## src/rtl/tdm_demux8_1.sv

```systemverilog
// tdm_demux8_1: receive side of an 8:1 TDM slot stream.
// Samples one bit per EN strobe and locks to the SYNC marker on slot 0.
// Each completed frame is presented as a registered byte on Y with a
// one-cycle VALID pulse.
// Optional feature: define TDM_PARITY_EN to add a ninth slot carrying
// even parity over slots 0..7. A frame with a parity mismatch raises ERR.
module tdm_demux8_1 (
  input  logic       CLK,
  input  logic       RESET,
  input  logic       EN,
  input  logic       D,
  input  logic       SYNC,
  output logic [7:0] Y,
  output logic [3:0] S,
  output logic       VALID,
  output logic       ERR
);

`ifdef TDM_PARITY_EN
  localparam int unsigned SW   = 4;  // slot index width, slots 0..8
  localparam int unsigned Last = 8;
  localparam int unsigned ShW  = 8;  // all data slots buffered before parity check
`else
  localparam int unsigned SW   = 3;  // slots 0..7, so S[3] is tied to 0
  localparam int unsigned Last = 7;
  localparam int unsigned ShW  = 7;  // slot 7 goes straight from D into Y
`endif

  typedef enum logic [0:0] {StHunt, StLock} state_e;

  state_e           state_q, state_d;
  logic [SW-1:0]    s_q, s_d;
  logic [ShW-1:0]   shadow_q, shadow_d;
  logic [7:0]       y_q, y_d;
  logic             valid_q, valid_d;
  logic             err_q, err_d;

  // Next-state logic: state advances only on strobes; pulses default low.
  always_comb begin
    state_d  = state_q;
    s_d      = s_q;
    shadow_d = shadow_q;
    y_d      = y_q;
    valid_d  = 1'b0;
    err_d    = 1'b0;

    if (EN) begin
      unique case (state_q)
        StHunt: begin
          if (SYNC) begin
            shadow_d[0] = D;
            s_d         = SW'(1);
            state_d     = StLock;
          end
        end
        StLock: begin
          if (s_q == '0) begin
            if (SYNC) begin
              shadow_d[0] = D;
              s_d         = SW'(1);
            end else begin
              // Lost the marker: drop the frame and re-acquire.
              err_d   = 1'b1;
              s_d     = '0;
              state_d = StHunt;
            end
          end else if (SYNC) begin
            // Early sync: this strobe becomes slot 0 of a new frame.
            err_d       = 1'b1;
            shadow_d[0] = D;
            s_d         = SW'(1);
          end else if (s_q < SW'(Last)) begin
            shadow_d[s_q[2:0]] = D;
            s_d                = s_q + SW'(1);
          end else begin
            s_d = '0;
`ifdef TDM_PARITY_EN
            if ((^shadow_q) == D) begin
              y_d     = shadow_q;
              valid_d = 1'b1;
            end else begin
              err_d = 1'b1;
            end
`else
            y_d     = {D, shadow_q};
            valid_d = 1'b1;
`endif
          end
        end
        default: begin
          state_d = StHunt;
          s_d     = '0;
        end
      endcase
    end
  end

  // State registers with synchronous active-high reset; reset beats a strobe.
  always_ff @(posedge CLK) begin
    if (RESET) begin
      state_q  <= StHunt;
      s_q      <= '0;
      shadow_q <= '0;
      y_q      <= 8'h00;
      valid_q  <= 1'b0;
      err_q    <= 1'b0;
    end else begin
      state_q  <= state_d;
      s_q      <= s_d;
      shadow_q <= shadow_d;
      y_q      <= y_d;
      valid_q  <= valid_d;
      err_q    <= err_d;
    end
  end

  assign Y     = y_q;
  assign S     = 4'(s_q);
  assign VALID = valid_q;
  assign ERR   = err_q;

endmodule

```

## config.mk

```make
export PLATFORM = sky130hd
export DESIGN_NAME = tdm_demux8_1
export DESIGN_NICKNAME = d
export VERILOG_FILES = /design/src/rtl/tdm_demux8_1.sv
export SDC_FILE = /design/constraint.sdc
export NUM_CORES = 1
export LEC_CHECK = 0
export CAP_MARGIN = 5
export CORE_UTILIZATION = 45
export CTS_CLUSTER_DIAMETER = 50
export DETAILED_ROUTE_END_ITERATION = 16
export GPL_ROUTABILITY_DRIVEN = 0
export PLACE_DENSITY = 0.72
export SLEW_MARGIN = 20
export SYNTH_ARGS = -nofsm -noshare
export SYNTH_HDL_FRONTEND = slang
export SYNTH_SLANG_ARGS = --single-unit
```

## constraint.sdc

```tcl
create_clock -name CLK -period 1.59 [get_ports CLK]
set_input_delay 0.2385 -clock CLK [delete_from_list [all_inputs] [get_ports CLK]]
set_output_delay 0.2385 -clock CLK [all_outputs]
set_load 0.03 [all_outputs]
```

==> results <==
- The run finished with clean final reports.
- The warning count from the yosys run is 0.
- The total number of H-tree levels is 1.
- On the final layout, the worst hold slack is 0.491 ns.
- From synthesis to final layout, the design area changed by 33.6%.
- The maximum vdd drop is ~0.54 mV.
- The number of buffers created by CTS is 3.
- Clock-pin slew was measured on the worst setup and hold paths at 0.11 ns.
- The kind of start point of the critical path is a register.
- Summed over all failing endpoints, the final setup total negative slack is 0 ns.
- The worst setup margin is about 0.017 ns.
- The total detailed-routing wirelength is 2360 µm.
- The required time reported for the critical path endpoint is 1.85 ns.
- The final number of max-transition violations was 0.
- The number of buffer cells added on primary ports is 17.
- The post-DP HPWL is 1770 µm.
- The most critical setup path has its startpoint at s_q[1]$_SDFFE_PP0P_.
- After layout, the minimum clock period comes to 1.57 ns.
- The worst min-delay path category is reg -> reg.
- The overall global routing resource usage is 20.1%.
- Summed over all cells, the static leakage comes to 0.691 nW.
- The final cell utilization of the core is 63.4%.
- The worst hold path begins at shadow_q[6]$_SDFFE_PP0P_.
- The worst-case register-to-register setup slack is about 0.017 ns.
- The starting density of the core is 47.5%.
- The category of the most critical setup path is reg -> reg.
- The highest clock frequency the design can meet is 0.636 GHz.
- For the worst setup path, the data arrival time is 1.83 ns.
- The number of synthesized register bits is 21.
- The die extent in y is 50.3 µm.
- Row generation in the floorplan step produced 17 rows.
- The area enclosed by the die boundary is 2530 µm².
- TritonCTS built the clock tree.
- Sequential cells were found to cover 40.0% of the synthesized design area.
- The final worst-path cycle share is between 90% and 100%.
- In the final routed layout, each cell accounts on average for 13.6 µm.
- The worst setup path is captured at a register.
- Global routing finished with a remaining overflow of 0.
- The launch instance of the worst register-to-register path is s_q[1]$_SDFFE_PP0P_.
- The number of nets handed over by synthesis was 125.
- The x dimension of the die is 50.3 µm.
- For this block, the via count after detailed routing is between 900 and 1000.
- The number of antenna diodes in the final layout is 0.
- Each instance of the synthesized netlist takes up on average 9.05 µm².
- The pin count of the biggest net entering global routing is 13.
- The number of antenna violations at the first check in global routing came to 0.
- Counting distinct cell types in the post-synthesis netlist gives 37.
- The share of cells above drive strength 1 is 25.5%.
- The post-route DRC violation count is 0.
- The number of primary I/O pins is 19.
- The clock net in this run drives a total of 21 sinks.
- At the later pin of the worst-skew pair, clock insertion delay measures 0.30 ns.
- The number of antenna-violating nets in the routed design is 0.
- The largest single stage delay on the critical path is 0.51 ns.
- The worst-case clock skew is between 0.003 and 0.004 ns.
- The category of cells accounting for the largest share of critical-path delay is simple AND/OR/NAND/NOR gates.
- Dividing the detail-routed via count by the number of cells gives approximately 5.3.
- The first-iteration detailed-routing DRC count is 18.
- Max-cap violations in this run came to 0.
- The tree is rooted in a sky130_fd_sc_hd__clkbuf_4.
- Traced cell by cell, the critical path runs through buf_4 -> or4b_4 -> o21ai_1 -> and4_1 -> a32o_2.
- The clock passes through at most 2 buffers.
- The first detailed-routing pass took 5 iterations.
- The highest fanout seen on the critical path is 11.
- Prior to clock tree synthesis, the placed netlist has a worst setup slack of -0.174 ns.
- The final setup violation count is 0.
- After clock tree synthesis, the flow added hold-fix buffers numbering 0.
- The final count of hold timing violations is 0.
- The mapped netlist covers about 1000 µm².
- The net count of the finished layout is 155.
- The number of global-route vias before repair is 882.
- The buffer and inverter count on the worst path is 1.
- The placeable core region is 2210 µm².
- The first global-routing pass estimated between 3000 and 4000 µm of wire.
- The total power draw is 0.910 mW.
- Synthesis produced a netlist whose cell count is 116.
- The slowest cell on the critical path is sky130_fd_sc_hd__or4b_4.
- For this design the ratio of total power to cell area is around 650 nW/µm².
cell usage in the layout (no fill, tap or decap), types with 3 or more instances in the layout:
| cell | instances |
|---|---|
| sky130_fd_sc_hd__nand2b_1 | 4 |
| sky130_fd_sc_hd__mux2i_1 | 9 |
| sky130_fd_sc_hd__nor2_1 | 14 |
| sky130_fd_sc_hd__clkdlybuf4s50_1 | 5 |
| sky130_fd_sc_hd__inv_1 | 3 |
| sky130_fd_sc_hd__o21ai_0 | 4 |
| sky130_fd_sc_hd__dlymetal6s2s_1 | 10 |
| sky130_fd_sc_hd__a21oi_1 | 8 |
| sky130_fd_sc_hd__clkbuf_4 | 3 |
| sky130_fd_sc_hd__dfxtp_1 | 18 |
| sky130_fd_sc_hd__nand2_1 | 11 |
| sky130_fd_sc_hd__buf_4 | 17 |
synthesized netlist by cell type (all sizes together):
master	count	area, µm²
nor2	14	52.6
a211o	1	8.76
mux2i	9	90.1
a32o	1	11.3
o21ai	8	43.8
inv	5	18.8
nand2	11	41.3
dlymetal6s2s	1	12.5
nor3b	1	7.51
or4b	1	10.0
nand4	1	6.26
a31oi	1	6.26
nand3	3	20.0
or3b	1	8.76
nor3	2	21.3
o31ai	1	7.51
a21o	1	7.51
a21oi	8	40.0
and4b	1	11.3
nand4b	1	8.76
conb	1	3.75
buf	8	70.1
and4	1	8.76
nand2b	5	31.3
a311oi	1	8.76
nor4	1	6.26
and2	1	6.26
o31a	1	10.0
dfxtp	21	420
ha	4	50.1
what timing repair did:
action,in CTS,in global routing
endpoints found under the setup margin,2,15
resized for setup,2,13
pin swaps,0,1
setup buffers,0,0
power by group:
part / internal, mW / leakage [nW] / switching (mW)
clock: 0.0978 / 0.0150 / 0.156
combinational: 0.0580 / 0.504 / 0.0636
sequential: 0.529 / 0.172 / 0.00603
total: 0.685 / 0.691 / 0.225
sequential cells by signal (all words and copies together), names as in the netlist:
register  cells
s_q           3
shadow_q      7
VALID         1
Y             8
state_q       1
ERR           1
layer usage:
metal  GRT usage (%)  vias to the layer above  part of all wire [%]
li1                -                      458                     -
met1            23.8                      433                    45
met2            34.9                       28                    49
met3            6.06                        4                   4.6
met4            5.56                        0                   1.4
met5               0                        -                     0
final timing paths:
check	to	cells after the start
min reg2reg	shadow_q[6]$_SDFFE_PP0P_	2
min	shadow_q[6]$_SDFFE_PP0P_	2
max	shadow_q[0]$_SDFFE_PP0P_	5
max reg2reg	shadow_q[0]$_SDFFE_PP0P_	5
worst register-to-register path, delay by kind of cell, from the launching register on:
kind	cells	cell delay, ns
buffers and inverters	1	0.17
AOI/OAI and AO/OA	2	0.26
and+or+nand+nor	2	0.72
DFF	1	0.37
final cells by class:
class / instances / area, µm²
clock buffers: 4 / 26.3
fillers: 203 / 810
inverters: 5 / 18.8
multi-input cells: 81 / 573
flip-flops and latches: 21 / 429
well taps: 28 / 35.0
repair buffers: 34 / 320
stage by stage:
stage          area (µm²)  cells
6_report             1400    173
5_1_grt              1400    173
4_1_cts              1370    173
3_5_place_dp         1350    169
3_3_place_gp         1350    169
2_1_floorplan        1100    116
logic make-up after synthesis:
group / Yosys count / synth area share (%)
other: 1 / 0.357
flip-flops: 21 / 40.0
AND/OR/NAND/NOR: 44 / 22.9
AO/OA/AOI/OAI: 23 / 13.7
buffers and inverters: 14 / 9.65
adder cells (fa/ha/maj): 4 / 4.77
multiplexers: 9 / 8.58
Power figures use the tool's default switching activity.
